File: src/rtl/clink_frame_gen.sv
// Camera Link base-configuration frame generator: FVAL/LVAL/DVAL timing plus
// 3-tap 8-bit test patterns, packed as one 28-bit word per pixel clock.
module clink_frame_gen #(
  parameter int LINES = 4,
  parameter int CW    = 12
) (
  input  logic               px_clk,
  input  logic               reset,
  input  logic               tx_ready,
  input  logic               start,
  input  logic               stop,
  input  logic [CW-1:0]      cfg_h_active,
  input  logic [CW-1:0]      cfg_v_active,
  input  logic [CW-1:0]      cfg_h_blank,
  input  logic [CW-1:0]      cfg_v_blank,
  input  logic [7:0]         cfg_frames,
  input  logic [1:0]         cfg_pattern,
  output logic [7*LINES-1:0] px_data,
  output logic               fval,
  output logic               lval,
  output logic               dval,
  output logic               busy,
  output logic               frame_done,
  output logic               aborted
);

  localparam int PW = 7 * LINES;

  typedef enum logic [2:0] {IDLE, F_SETUP, LINE, L_GAP, F_GAP} state_t;

  state_t        state, nxt_state;
  logic [CW-1:0] cnt, nxt_cnt;
  logic [CW-1:0] y, nxt_y;
  logic [7:0]    index, nxt_index;
  logic          stop_seen, nxt_stop;
  logic          nxt_aborted;
  logic          load;
  logic          done;

  logic [CW-1:0] sh_h_active, sh_v_active, sh_h_blank, sh_v_blank;
  logic [7:0]    sh_frames;
  logic [1:0]    sh_pattern;

  logic [7:0]    x8, tap_a, tap_b, tap_c;
  logic [27:0]   word;

  function automatic logic [CW-1:0] at_least_one(input logic [CW-1:0] v);
    return (v == '0) ? {{(CW-1){1'b0}}, 1'b1} : v;
  endfunction

  // Every state runs a clock counter up to its (shadowed) length minus one,
  // so a length of 2^CW-1 never needs a CW+1-bit value.
  always_comb begin
    nxt_state   = state;
    nxt_cnt     = cnt;
    nxt_y       = y;
    nxt_index   = index;
    nxt_stop    = stop_seen;
    nxt_aborted = aborted;
    load        = 1'b0;
    done        = 1'b0;
    if (state == IDLE) begin
      if (start && tx_ready) begin
        nxt_state   = F_SETUP;
        nxt_cnt     = '0;
        nxt_y       = '0;
        nxt_index   = '0;
        nxt_stop    = 1'b0;
        nxt_aborted = 1'b0;
        load        = 1'b1;
      end
    end else if (!tx_ready) begin
      nxt_state   = IDLE;
      nxt_cnt     = '0;
      nxt_stop    = 1'b0;
      nxt_aborted = 1'b1;
    end else begin
      nxt_stop = stop_seen | stop;
      case (state)
        F_SETUP, L_GAP: begin
          if (cnt == sh_h_blank - 1'b1) begin
            nxt_state = LINE;
            nxt_cnt   = '0;
            nxt_y     = (state == F_SETUP) ? '0 : y + 1'b1;
          end else begin
            nxt_cnt = cnt + 1'b1;
          end
        end
        LINE: begin
          if (cnt == sh_h_active - 1'b1) begin
            nxt_cnt = '0;
            if (y == sh_v_active - 1'b1) begin
              nxt_state = F_GAP;
              nxt_index = index + 1'b1;
              done      = 1'b1;
            end else begin
              nxt_state = L_GAP;
            end
          end else begin
            nxt_cnt = cnt + 1'b1;
          end
        end
        F_GAP: begin
          if (cnt == sh_v_blank - 1'b1) begin
            nxt_cnt = '0;
            nxt_y   = '0;
            if (nxt_stop || (sh_frames != 8'd0 && index == sh_frames)) begin
              nxt_state = IDLE;
            end else begin
              nxt_state = F_SETUP;
            end
          end else begin
            nxt_cnt = cnt + 1'b1;
          end
        end
        default: nxt_state = IDLE;
      endcase
    end
  end

  // Pixel bytes are derived from the next-cycle position so they register
  // alongside the valids they belong to.
  always_comb begin
    x8    = nxt_cnt[7:0];
    tap_a = 8'h00;
    tap_b = 8'h00;
    tap_c = 8'h00;
    if (nxt_state == LINE) begin
      case (sh_pattern)
        2'd0: begin
          tap_a = {x8[6:0], 1'b0} + x8;
          tap_b = tap_a + 8'd1;
          tap_c = tap_a + 8'd2;
        end
        2'd1: begin
          tap_a = nxt_y[7:0];
          tap_b = nxt_y[7:0];
          tap_c = nxt_y[7:0];
        end
        2'd2: begin
          tap_a = {8{nxt_cnt[3] ^ nxt_y[3]}};
          tap_b = tap_a;
          tap_c = tap_a;
        end
        default: begin
          tap_a = nxt_index;
          tap_b = nxt_index;
          tap_c = nxt_index;
        end
      endcase
    end
    word = {1'b0, nxt_state == LINE,
            nxt_state == F_SETUP || nxt_state == LINE || nxt_state == L_GAP,
            nxt_state == LINE, tap_c, tap_b, tap_a};
  end

  always_ff @(posedge px_clk) begin
    if (reset) begin
      state       <= IDLE;
      cnt         <= '0;
      y           <= '0;
      index       <= '0;
      stop_seen   <= 1'b0;
      sh_h_active <= '0;
      sh_v_active <= '0;
      sh_h_blank  <= '0;
      sh_v_blank  <= '0;
      sh_frames   <= '0;
      sh_pattern  <= '0;
      px_data     <= '0;
      busy        <= 1'b0;
      frame_done  <= 1'b0;
      aborted     <= 1'b0;
    end else begin
      state      <= nxt_state;
      cnt        <= nxt_cnt;
      y          <= nxt_y;
      index      <= nxt_index;
      stop_seen  <= nxt_stop;
      px_data    <= PW'(word);
      busy       <= (nxt_state != IDLE);
      frame_done <= done;
      aborted    <= nxt_aborted;
      if (load) begin
        sh_h_active <= at_least_one(cfg_h_active);
        sh_v_active <= at_least_one(cfg_v_active);
        sh_h_blank  <= at_least_one(cfg_h_blank);
        sh_v_blank  <= at_least_one(cfg_v_blank);
        sh_frames   <= cfg_frames;
        sh_pattern  <= cfg_pattern;
      end
    end
  end

  assign lval = px_data[24];
  assign fval = px_data[25];
  assign dval = px_data[26];

endmodule

File: config.mk
export PLATFORM = sky130hd
export DESIGN_NAME = clink_frame_gen
export DESIGN_NICKNAME = d
export VERILOG_FILES = /design/src/rtl/clink_frame_gen.sv
export SDC_FILE = /design/constraint.sdc
export NUM_CORES = 1
export LEC_CHECK = 0
export CAP_MARGIN = 30
export CORE_AREA = 2 2 161 163
export CTS_CLUSTER_DIAMETER = 100
export CTS_CLUSTER_SIZE = 25
export DETAILED_ROUTE_END_ITERATION = 8
export DIE_AREA = 0 0 163 165
export PLACE_DENSITY = 0.47
export SYNTH_ARGS = -nofsm -noshare
export SYNTH_HDL_FRONTEND = slang
export SYNTH_SLANG_ARGS = --single-unit
File: constraint.sdc
create_clock -name px_clk -period 7.2 [get_ports px_clk]
set_input_delay 1.44 -clock px_clk [delete_from_list [all_inputs] [get_ports px_clk]]
set_output_delay 1.44 -clock px_clk [all_outputs]
set_load 0.1 [all_outputs]
Word-level counts from Yosys, hierarchy flattened
Cells that the tools add are included.
{"block": "totals", "ff_bits": 125, "input_bits": 63, "out_inout_bits": 34, "elab_cells": 119}
{"block": "classes", "addsub": 10, "n_eq_ne": 19, "muxes": 44, "bitwise": 6, "n_reduce_logical": 21}
{"op": "12-bit two-way mux", "n": 16}
{"op": "8-bit one-hot mux with 3 select lines", "n": 3}
{"op": "12-bit == test", "n": 4}
{"op": "12-bit logical NOT", "n": 4}
{"op": "8-bit two-way mux", "n": 6}
{"op": "12-bit by 1-bit subtractor with 12-bit output, second input constant", "n": 4}
{"op": "12-bit one-hot mux with 3 select lines", "n": 1}
{"op": "12-bit by 1-bit adder with 12-bit output, second input constant", "n": 2}
{"op": "12-bit one-hot mux with 2 select lines", "n": 1}
{"op": "3-bit two-way mux", "n": 7}
{"op": "8-bit by 1-bit adder with 8-bit output, second input constant", "n": 2}
{"op": "3-bit by 2-bit == test with 1-bit output, second input constant", "n": 4}
{"op": "1-bit two-way mux", "n": 9}
{"op": "3-bit one-hot mux with 3 select lines", "n": 1}
{"op": "8-bit by 2-bit adder with 8-bit output, second input constant", "n": 1}
{"op": "8-bit adder", "n": 1}
{"op": "8-bit == test", "n": 1}
{"op": "8-bit nonzero test", "n": 1}
{"op": "3-bit by 1-bit == test with 1-bit output, second input constant", "n": 2}
{"op": "3-bit != test, second input constant", "n": 2}
{"op": "3-bit nonzero test", "n": 2}
{"op": "5-bit by 1-bit != test with 1-bit output, second input constant", "n": 1}
{"op": "5-bit AND reduction", "n": 1}
{"op": "5-bit OR reduction", "n": 1}
{"op": "14 further kinds", "n": 23}

Logic depth before layout (Yosys ltp)
Gate-level depths: netlist of run 1.
{"block": "depth", "depth_word": 11, "depth_mapped": 22, "mapped_depth_nobuf": 21}

Worst setup path before layout of run 1
Ideal clock, no wire load.
{"block": "synth_path", "path_kind": "flip-flop to flip-flop", "start": "register sh_v_blank[0]", "end": "register px_data[15]", "setup_time_ns": 0.128, "arrival_time_ns": 4.552, "path_slack_ns": 2.520, "stages_incl_launch_ff": 22, "path_buffers": 1, "period_less_slack_ns": 4.680, "path_cell_list": "dfxtp_1 -> inv_1 -> ha_1 -> nor3b_2 -> nand3b_1 -> a221o_1 -> a2111o_1 -> o21a_1 -> buf_2 -> nor3_1 -> nor2_1 -> a22o_1 -> ha_1 -> fa_1 -> a21o_1 -> a21oi_1 -> xnor2_1 -> and3_1 -> and3_1 -> nand2_1 -> xnor2_1 -> o21ai_1"}
{"block": "synth_between", "elab_chain_len": 9, "word_cells_on_any_way": 21, "cone_classes": "add/sub (3); eq/ne (2); mux (13); bitwise (2); reduce/logical (1)"}
{"item": "start: declaration", "line_no": "40", "source": "logic [CW-1:0] sh_h_active, sh_v_active, sh_h_blank, sh_v_blank;"}
{"item": "start signal: assignment", "line_no": "188", "source": "sh_v_blank <= at_least_one(cfg_v_blank);"}
{"item": "12-bit by 1-bit subtractor with 12-bit output", "line_no": "104", "source": "if (cnt == sh_v_blank - 1'b1) begin"}
{"item": "12-bit == test", "line_no": "104"}
{"item": "12-bit two-way mux", "line_no": "104"}
{"item": "12-bit one-hot mux with 3 select lines", "line_no": "79", "source": "case (state)"}
{"item": "12-bit two-way mux", "line_no": "72", "source": "end else if (!tx_ready) begin"}
{"item": "12-bit two-way mux", "line_no": "62", "source": "if (state == IDLE) begin"}
{"item": "net nxt_cnt[1]", "line_no": "32", "source": "logic [CW-1:0] cnt, nxt_cnt;"}
{"item": "8-bit adder", "line_no": "131", "source": "tap_a = {x8[6:0], 1'b0} + x8;"}
{"item": "8-bit by 1-bit adder with 8-bit output", "line_no": "132", "source": "tap_b = tap_a + 8'd1;"}
{"item": "8-bit one-hot mux with 3 select lines", "line_no": "129", "source": "case (sh_pattern)"}
{"item": "end signal: assignment", "line_no": "180", "source": "px_data <= PW'(word);"}
{"item": "end: declaration", "line_no": "18", "source": "output logic [7*LINES-1:0] px_data,"}
The timed path passes the listed nets, and every way through them passes these cells. The select of a mux whose other input is x is not followed.
A chain may end at the register's enable or synchronous reset.

Worst setup path after layout of run 1
Same ends and word-level chain as after synthesis.

==> results.txt, run 1 <==
The CTS tree is built. The core area is 0.0250 mm2. The remaining global-route overflow is 0. The fraction of post-synthesis cell area in the top cell type by area is 0.327.

In this run the most critical hold path is launched from sh_h_active[11]. The clock latency on the worst-skew pair came out at about 0.42 ns. The share of post-route cells with drive strength above 1 is 0.0778. Clock tree synthesis found a total of approximately 120 sinks. The data arrival time of the worst path is around 5.7 ns. At the pin with the least slew margin, the transition time is about 1.0 ns. The critical path start-end classification is reg2reg. Setup repair after global routing left no endpoint under its margin. The stage delay of the slowest cell on the critical path came out at 0.61 ns. The top achievable clock speed is approximately 180 MHz. After clock tree synthesis, the repair step resized 0 gates. The number of clock buffers added by TritonCTS is 17.

The antenna cell count came out at 0. The cell with the biggest individual delay on the critical path is o31ai_4. At the placement stage, the worst setup path has a slack of 1.79 ns. The sum of buffers and inverters on the critical path came out at 2. The worst hold path was traced through 2 stages. STA classifies the critical path endpoint as a flip-flop. In the finished design, the share of the clock period the worst path needs comes to 0.753. For this run, the number of Yosys warnings is 0. The cell with the most instances after synthesis is nand2_1. The endpoint identified for the worst register-to-register timing path is px_data[15].

For this design the static power due to leakage is approximately 3.4 nW. In this run, distinct cell masters in the synthesized netlist total 83. The worst path meets setup with roughly 1.8 ns of slack. The number of nets in the synthesized netlist is a little over 1000. Including well taps, the total number of placed cells is 1326. The largest fanout on the critical path is 14.

The worst setup path is launched from a flip-flop. The first global-routing pass estimated between 30000 and 40000 um of wire. The starting density of the core came out at 0.299. Summing every instance area after synthesis gives ~0.0075 mm2. The remaining max-slew budget at the tightest pin came out at 0.326. Post-CTS timing repair inserted 0 buffers for setup.

The synthesis-stage register bit count came out at 122. The areal power density over the cells is slightly above 200 mW/mm2. The total I/O pin count is a little under 100.

The time the final worst path needs with I/O delays and setup is 5.42 ns. The combinational share of power is 0.128. In this run the remaining antenna-violating nets after routing total 0. The proportion of total power due to net switching came out at 0.258. The synthesized instance count came out at about 960.

The largest net degree at the start of global routing is 52. In this run the worst hold path is classified as reg2reg. The total number of placement rows came out at 58. The area after detailed placement is roughly 0.0086 mm2. dfxtp_1 takes more of the synthesized area than any other cell. The initial antenna violation count came out at 0. The area of the die is ~0.027 mm2. The final setup skew came out at roughly 0.012 ns.

The number of hold buffers added after CTS was 0. During placement, the flow inserted port buffers numbering 95. The number of fillers in the final layout is around 2600. Broken down by cell family, the worst path's largest delay share belongs to compound AO/OA/AOI/OAI gates. The remaining design rule violation count came out at 0. The total iterations of the first detailed-routing run came out at 4. After synthesis, the most frequently instantiated cells are nand2_1 (154), dfxtp_1 (122), a21oi_1 (81).

The run finished with clean final reports. At the end of routability-driven placement, the weighted congestion stood at 0.859. The die is 163 um wide. The maximum clock insertion buffer count came out at 2. For flop-to-flop paths, the worst setup slack is 1.78 ns.

The count of final setup violators is 0. The peak ir drop on the vdd network is 127 uV. The H-tree depth is 4.

The tree is rooted in a clkbuf_16. The count of final hold-check violations is 0. The final standard cell utilization of the core is 0.370.

The area of all placed cells without fillers is roughly 0.0093 mm2. The all-layer global routing usage is 0.173. The worst min-delay path endpoint is sh_h_active[11]. The number of design-rule violations left by the first detailed-router iteration is 463. In the routed layout, each cell is associated on average with a via count of approximately 5.2. For this run, asynchronously set or reset flops after synthesis account for 0. The routed via count came out at 7043. The routed wirelength normalized by instance count is roughly 17 um. The number of max-slew violations in the final report came to 0. Measured along the y axis, the die boundary spans about 170 um. The number of cells on the worst reg-to-reg path is 20.

The data required time of the critical path came out at 7.48 ns. Power comes to between 1.5 and 2 mW. The net count reported at finish came out at roughly 1100. The synthesized design contains 0 enable-type register cells. After clock tree synthesis, the clock-pin slew on the worst setup and hold paths is ~0.060 ns. The share of the yosys chip area belonging to registers came out at 0.327. The total negative setup slack is 0 ns. Across the run, the number of max-cap violations was 0.

In the synthesized netlist the dominant register cell turns out to be dfxtp_1. Walking the worst path, the cells encountered are inv_1 > ha_1 > nor3b_2 > nand3b_1 > a221o_1 > a2111o_1 > o21a_1 > o31ai_4 > o21ai_0 > buf_4 > ha_1 > fa_1 > a21o_1 > a21oi_1 > xnor2_1 > and3_1 > and3_1 > nand2_1 > xnor2_1 > o21ai_1. The part of the power in the clock network is 0.487. The HPWL reported at the end of detailed placement came out at around 17000 um. The switching power summed over all nets is around 0.48 mW. The worst register-to-register path begins at sh_v_blank[0]. The number of global-route vias before repair came out at ~6700. Cell internal power was estimated by the tool at 1.38 mW.

The average instance area after synthesis is around 7.8 um2. Hold is met by ~0.47 ns. The growth of design area from synthesis to finish came out at 23.9%. The final cell count without fillers is around 1400.

Yosys attributes the largest share of cell area to dfxtp_1 (33%), nand2_1 (7.7%), a21oi_1 (5.4%). The sequential power share is 0.385. The routed design has ~22000 um of wire.
## layout by cell type (no fill, tap or decap), types with 6 or more instances in the layout
cell type and count:
a211oi_1 8, a21oi_1 81, a22o_1 13, a31oi_1 19
and3_1 25, clkbuf_16 17, clkdlybuf4s50_1 94, dfxtp_1 122
ha_1 15, inv_1 22, mux2_2 7, nand2_1 154
nand2b_1 8, nand3_1 27, nand4_1 10, nor2_1 54
nor2b_1 20, nor3_1 34, nor4_1 24, o211ai_1 9
o21ai_0 20, o21ai_1 12, or2_2 6, or3_1 10
xnor2_1 37, xor2_1 31
## worst max-delay path by stage
stage                   start          end  depth (start not counted)
6_report        sh_v_blank[0]  px_data[15]                         20
3_3_place_gp         tx_ready  px_data[15]                         16
3_5_place_dp    sh_v_blank[0]  px_data[15]                         20
2_1_floorplan   sh_v_blank[0]  px_data[15]                         21
4_1_cts         sh_v_blank[0]  px_data[15]                         20
5_1_grt        sh_h_active[0]  px_data[15]                         20
## cells by family (layout without fill, tap and decap cells)
family,Yosys count,count (layout),share of synthesized area
compound gates,237,237,0.217
fa+ha+maj,16,16,0.0278
buf+inv,85,158,0.0479
other cells,1,1,0.000502
simple gates,412,412,0.276
xor+xnor,70,70,0.0865
mux,12,12,0.0172
flops,122,122,0.327
## flip-flops by register name (all words and copies together) (netlist names), 3 cells and up
register,flops
y,12
cnt,12
px_data,25
sh_v_blank,12
sh_h_active,12
state,3
sh_frames,8
index,8
sh_h_blank,12
sh_v_active,12
## worst min-delay path, delay by kind of cell (launching register included)
kind,cells,cell delay (ns)
AO/OA/AOI/OAI,1,0.05
flip-flops,1,0.32
AND/OR/NAND/NOR,1,0.06
## power groups by stage
stage                     logic [mW]  registers [mW]  clock network, mW
after floorplan                0.160           0.727                  0
after global placement         0.236           0.732                  0
after detailed placement       0.239           0.732                  0
after CTS                      0.240           0.717              0.936
after global routing           0.265           0.721              0.966
final                          0.238           0.717              0.909
## routing by layer
metal  wire length [um]  global-route usage  vias up
met1              10900               0.237     3302
li1                   -                   -     3568
met2              10400               0.281      158
met4                299              0.0463        0
met5                  0                   0        -
met3                796              0.0294       15
## final cells by class
cell class              instances  area [um2]  share of cell area
clock buffers                  18         429              0.0464
clock inverters                14         198              0.0214
inverters                      24        90.1             0.00973
multi-input cells             748        4680               0.506
flip-flops and latches        122        2440               0.264
well taps                     330         413              0.0446
repair buffers                102        1010               0.109
No activity file was read; power rests on OpenSTA's default activity.
==> run 2: changes to the inputs <==
- clock period: 7.2 -> 5.4 ns (I/O delays scaled with it)
==> run 2 against run 1 <==
- routed wire length rose by 2.0%
- non-clock buffer count rose by 10
- global-route usage rose by 0.27 points
- hold slack got worse by 0.00083 ns
- final area rose by 0.51%
- final cell count rose by 0.74%
- sequential cell count did not move
- sequential power rose by 33%
- clock skew fell by 0.0023 ns
==> results.txt, run 2 (same netlist as run 1, synthesis figures left out) <==
The critical path capture point type is a flip-flop. The routed layout has slightly above 7000 vias. Of the cells placed in the final design, the portion with a size suffix greater than 1 is 0.0906. The total CTS buffers is 17. The peak ir drop on the vdd network came out at roughly 170 uV. The final setup skew came out at roughly 0.0094 ns. The total I/O pin count came out at 97. For the worst-skew pair, the clock arrives at the later sink with an insertion delay of ~0.43 ns. Counting the fill cells in the layout gives around 2600. The detailed-route vias per instance is about 5.3. The remaining global-route overflow came out at 0. The data arrival time of the worst path is approximately 5.3 ns. The final weighted congestion of routability-driven global placement is slightly above 0.8. The first global-routing pass estimated 36900 um of wire.

In this run the tool buffered the top-level ports with 95 buffer cells. The count of final setup violators is 0. The number of design-rule violations left by the first detailed-router iteration came out at around 460. The all-layer global routing usage is 0.175. The sequential power share came out at 0.400. The run finished with clean final reports. The largest fanout on the critical path is 11. The register name with the most flops is px_data. The count of final hold-check violations is 0. Including well taps, the total number of placed cells is approximately 1300.

Leaving out fill and tap cells, the most frequent cell in the layout is nand2_1. Leaving out fill and tap cells, the most frequent cells in the layout are nand2_1 (154), dfxtp_1 (122), clkdlybuf4s50_1 (94). Static timing analysis puts the maximum clock frequency at 201 MHz.

In the final timing run, aggregate negative setup slack is 0 ns. The HPWL reported at the end of detailed placement came out at ~17000 um. The met1 demand-to-capacity share in global routing came out at 0.241. The startpoint identified for the worst register-to-register timing path is sh_v_blank[0]. In this run the tightest slew margin relative to its limit is 0.344. Entering global routing, the biggest net connects 57 pins.

In this run the static leakage power is 3.42 nW. The number of max-cap violations is 0. The part of the power in the clock network came out at 0.464.

The repair_antennas step left the layout with diodes totalling 0. Across the whole layout, storage elements account for between 0.002 and 0.0025 mm2. The total iterations of the first detailed-routing run is 5. The remaining design rule violation count came out at 0. The starting density of the core is 0.299. The combinational share of power is 0.135.

The internal portion of total power came out at about 1.7 mW. The total number of placement rows is slightly below 60. The core region is about 0.025 mm2. The initial antenna violation count is 0.

The critical path start-end classification is reg2reg. The clock sink total is 122. The area used by multi-input combinational logic came out at roughly 0.0047 mm2.

The wire length reported by the detailed router came out at around 23000 um. For this run, global-route usage on met3 was measured as 0.0276. The tree is rooted in a clkbuf_16. The critical path startpoint is sh_v_blank[0]. The number of global-route vias before repair is between 6000 and 7000. The net count of the finished layout is approximately 1100. The analysis attributes to net switching a power of 0.661 mW.

The area of the die is between 0.02 and 0.03 mm2. For the pin with the worst max-slew slack, the measured transition is ~1 ns. The worst setup path is launched from a flip-flop.

The path category of the worst min-delay check is reg2reg. The data required time of the critical path came out at around 5.7 ns. Setup repair after global routing left no endpoint under its margin.

Dividing the final minimum period by the clock period gives 0.923. The areal power density over the cells came out at around 260 mW/mm2. The layer flagged by global routing as most heavily used is met2.

Subtracting the final worst setup slack from the clock period gives about 5.0 ns. The met2 routing resource usage after global routing is 0.282. The register with the most flip-flops in the layout has 25 of them. The routed wirelength normalized by instance count came out at about 17 um. The worst hold path begins at sh_h_active[11]. The final cell count without fillers is 1368. The longest clock path from root to sink contains 2 buffers.

Clock-pin slew was measured on the worst setup and hold paths at about 0.06 ns. TritonCTS built the clock tree. The horizontal die dimension came out at around 160 um. The number of max-slew violations in the final report came out at 0.

The die is roughly 170 um tall. The growth of design area from synthesis to finish came out at 24.5%. The antenna violation net count after detailed routing is 0. The H-tree depth came out at 4. The proportion of total power due to net switching is 0.276.
[run 2: cell types whose count changed in the layout (fill, tap and decap cells not counted), moves of 2 or more]
cell       delta
a21oi_2       +2
a21oi_1       -2
bufinv_16     -3
buf_6         -2
buf_4        +12
clkbuf_8      +2
[run 2: power by group through the flow]
stage,clock [mW],sequential (mW),combinational [mW]
6_report,1.11,0.957,0.324
5_1_grt,1.18,0.961,0.358
4_1_cts,1.14,0.957,0.321
3_5_place_dp,0,0.977,0.320
3_3_place_gp,0,0.976,0.318
2_1_floorplan,0,0.969,0.213
[run 2: final cells by class]
cell class	count	area share
Clock buffer	19	0.0487
Multi-Input combinational cell	748	0.507
Inverter	24	0.00968
Timing Repair Buffer	112	0.115
Sequential cell	122	0.262
Tap cell	330	0.0444
Clock inverter	13	0.0129
[run 2: worst max-delay path: stages, from the launching register on]
cell	delay, ns
dfxtp_1	0.35
inv_1	0.09
ha_1	0.23
nor3b_4	0.24
nand3b_1	0.09
a221o_1	0.33
a2111o_1	0.44
o21a_1	0.24
buf_4	0.19
nor3_1	0.19
nor2_1	0.11
a22o_1	0.34
ha_1	0.26
fa_1	0.40
a21o_1	0.18
a21oi_2	0.19
nor2b_1	0.07
o21ai_0	0.16
nand2b_1	0.10
xnor3_2	0.40
xnor2_1	0.17
o21ai_1	0.07
[run 2: repair_timing]
action,CTS,global route
hold buffers,0,0
gates resized for setup,0,5
setup buffers,0,3
endpoints found under the hold margin,0,0
endpoints found under the setup margin,0,7
[run 2: metal layers]
metal / part of all wire / wire (um) / vias up
li1: - / - / 3590
met1: 0.49 / 11200 / 3409
met2: 0.46 / 10400 / 162
met3: 0.040 / 909 / 24
met4: 0.015 / 347 / 0
met5: 0 / 0 / -
[run 2: path summary, 6_finish.rpt]
kind / end / cells past startpoint / slack [ns]
setup / recovery: px_data[15] / 21 / 0.42
hold / removal: sh_h_active[11] / 2 / 0.47
setup reg to reg: px_data[15] / 21 / 0.42
hold reg to reg: sh_h_active[11] / 2 / 0.47
[run 2: stage by stage]
stage / total power, mW / area (um2) / hold WS [ns] / utilization / setup WS (ns)
after CTS: 2.41 / 9250 / 0.473 / 0.369 / 0.277
final: 2.39 / 9310 / 0.469 / 0.372 / 0.417
after global routing: 2.50 / 9310 / 0.493 / 0.372 / 0.00534
after floorplan: 1.18 / 7470 / 0.448 / - / 0.720
after detailed placement: 1.30 / 8680 / 0.463 / 0.347 / 0.298
after global placement: 1.29 / 8670 / 0.461 / 0.346 / 0.422
==> run 3: changes to the inputs <==
- PLACE_DENSITY: 0.47 -> 0.55
==> run 3 against run 2 <==
- setup slack got worse by 0.031 ns
- final area fell by 0.42%
- final cell count shrank 0.44%
- sequential share of layout area up 0.11 points
- die area stayed put
- critical path depth shrank 1
- non-clock buffer count down 5
- core utilization shrank 0.15 points
- critical endpoint unchanged
- highest routed layer unchanged
==> results.txt, run 3 (same netlist as run 1, synthesis figures left out) <==
Headroom to the max-slew limit came out at 0.338. Leaving out fill and tap cells, the most frequent cell in the layout is nand2_1. The floorplan has 58 rows.

The internal portion of total power is roughly 1.8 mW. The HPWL reported at the end of detailed placement is about 16000 um. The largest net degree at the start of global routing came out at 50. The number of flip-flops in the largest register is 25. In this run the most critical hold path is launched from aborted. The areal power density over the cells is around 260 mW/mm2. The kind of cell adding the most delay to the critical path is compound AO/OA/AOI/OAI gates. The total iterations of the first detailed-routing run came out at 4. The first-pass GRT wire length is 35000 um.

For this run, global-route usage on met3 was measured as 0.0286. By startpoint and endpoint, the worst setup path is classified as reg2reg. The post-place setup slack came out at between 0.1 and 0.15 ns. The register with the most flip-flops in the final layout is px_data.

The sequential power share is 0.395. The flow ran to the end, and the final reports show no timing, DRC or antenna violations. The sum of buffers and inverters on the critical path came out at 1. The startpoint of the lowest-slack register-to-register path is sh_v_blank[0]. The cell at the root of the clock tree is clkbuf_16.

The share of the clock period used by the worst path after layout came out at 0.928. The clock-pin transition on the worst setup and hold timing paths is 0.06 ns. In the routed layout, each cell is associated on average with a via count of approximately 5.2. The congestion estimate from routability-driven global placement came to about 0.85.

For this configuration, the core starts out at a cell density of 0.299. The horizontal die dimension is ~160 um. The largest fanout on the critical path is 12. The worst hold path stage count came out at 1. The stage delay of the slowest cell on the critical path is roughly 0.44 ns. The combinational share of power came out at 0.131. The chip height is approximately 170 um. During placement, the flow inserted port buffers numbering 95. The clock passes through at most 2 buffers.

The peak ir drop on the vdd network is 149 uV. The growth of design area from synthesis to finish is 24.0%. The worst setup path is captured at a flip-flop. Hold repair after CTS inserted 0 buffers. For this block, the routed nets add up to 21700 um of wire. The share of post-route cells with drive strength above 1 came out at 0.0833. The number of global-route vias before repair is 6738. After layout, the worst setup slack is a little under 0.4 ns. The proportion of total power due to net switching is 0.266.

The remaining global-route overflow is 0. The worst hold path terminates at aborted. The final layout contains 1099 nets. STA classifies the critical path startpoint as a flip-flop.

TritonCTS built the clock tree. The number of max-slew violations in the final report came out at 0. The clock latency on the worst-skew pair is 0.42 ns. In this run the most used layer during global routing was met2. For met2 alone, demand over resource in global routing was 0.265. The all-layer global routing usage is 0.164. The total CTS buffers came out at 17.

The initial antenna violation count is 0. The part of the power in the clock network is 0.474. The endpoint identified for the worst register-to-register timing path is px_data[15]. The switching power summed over all nets is ~0.64 mW. The routed via count came out at 7121.

The time the final worst path needs with I/O delays and setup came out at roughly 5 ns. The number of cells on the worst reg-to-reg path is 20. The final setup skew is around 0.0085 ns. The core area is 0.0250 mm2. The remaining design rule violation count came out at 0. Timing would allow up to 199 MHz. The area taken by flip-flops and latches came out at 0.00244 mm2. The die covers between 0.02 and 0.03 mm2. The data required time of the critical path is approximately 5.7 ns. The worst hold path belongs to the class reg2reg. The top cell types in the final layout, fill and taps aside, are nand2_1 (154), dfxtp_1 (122), clkdlybuf4s50_1 (94).

The static power due to leakage came out at 3.38 nW. The slowest stage of the critical path belongs to the cell a2111o_1. The worst setup slack for register-to-register paths is 0.39 ns.

Overall power consumption after layout is estimated at 2.42 mW. The number of fillers in the final layout is 2608. The count of final setup violators is 0. Setup repair after global routing left no endpoint under its margin.

The antenna cell count came out at 0. In the global route stage, met1 resource usage came out at 0.217. The number of design-rule violations left by the first detailed-router iteration is about 440. The count of final hold-check violations is 0. The slew at the pin closest to its max-slew limit is ~0.99 ns. The routed wirelength normalized by instance count came out at around 16 um. The antenna violation net count after detailed routing is 0.

The total negative setup slack is 0 ns. The number of max-cap violations came out at 0. The clock sink total is 122. The data arrival time of the worst path is roughly 5.3 ns. The area used by multi-input combinational logic came out at 0.00469 mm2.

The H-tree depth is 4. 97 I/O pins were placed. The critical path goes through inv_1 > ha_1 > nor3b_4 > nand3b_1 > a221o_1 > a2111o_1 > o21a_2 > nor3_1 > nor2_1 > a22o_1 > ha_1 > fa_1 > a21o_1 > a21oi_1 > xnor2_1 > and3_1 > and3_1 > nand2_1 > xnor2_1 > o21ai_1.
## run 3: cell count changes in the layout (fill, tap and decap cells not counted), sizes merged
| cell | before | now |
|---|---|---|
| buf | 18 | 13 |
| bufinv | 1 | 2 |
| clkinv | 7 | 2 |
| clkinvlp | 3 | 5 |
| inv | 26 | 27 |
## run 3: worst max-delay path by stage
stage	end	from	slack [ns]	cells after the start
4_1_cts	px_data[15]	sh_v_blank[0]	0.13	20
3_5_place_dp	px_data[15]	sh_v_blank[0]	0.14	20
5_1_grt	px_data[23]	sh_v_blank[0]	0.007	20
6_report	px_data[15]	sh_v_blank[0]	0.39	20
2_1_floorplan	px_data[15]	sh_v_blank[0]	0.72	21
3_3_place_gp	px_data[15]	sh_v_blank[0]	0.32	20
## run 3: final cells by class
cell class,count,share of cell area
Multi-Input combinational cell,748,0.506
Sequential cell,122,0.264
Inverter,24,0.00972
Timing Repair Buffer,107,0.112
Tap cell,330,0.0446
Clock buffer,19,0.0489
Clock inverter,12,0.0153
## run 3: power groups by stage
stage	Combinational (mW)	Sequential (mW)	Clock, mW
2_1_floorplan	0.213	0.969	0
3_3_place_gp	0.312	0.975	0
3_5_place_dp	0.315	0.975	0
4_1_cts	0.317	0.956	1.17
5_1_grt	0.352	0.960	1.22
6_report	0.317	0.956	1.15
## run 3: through the flow
step	cells	cell area, um2	util	hold slack [ns]
finish	1362	9270	0.370	0.478
global route	1362	9270	0.370	0.502
CTS	1359	9240	0.369	0.476
detailed placement	1328	8640	0.345	0.462
global placement	1326	8620	0.344	0.459
floorplan	955	7470	-	0.448
## run 3: worst reg2reg max path, cell delays in order (launching register included)
cell,delay (ns)
dfxtp_1,0.34
inv_1,0.09
ha_1,0.23
nor3b_4,0.31
nand3b_1,0.11
a221o_1,0.33
a2111o_1,0.44
o21a_2,0.33
nor3_1,0.22
nor2_1,0.12
a22o_1,0.33
ha_1,0.25
fa_1,0.41
a21o_1,0.17
a21oi_1,0.21
xnor2_1,0.23
and3_1,0.25
and3_1,0.21
nand2_1,0.08
xnor2_1,0.13
o21ai_1,0.07
## run 3: timing repair
item / CTS / global route
buffers inserted: 0 / 3
endpoints found under the hold margin: 0 / 0
gates resized for setup: 0 / 2
setup endpoints to repair: 0 / 7
## run 3: layer usage
layer	part of all wire	vias up	wire (um)
li1	-	3577	-
met1	0.48	3363	10400
met2	0.46	149	9880
met3	0.036	32	778
met4	0.027	0	576
met5	0	-	0
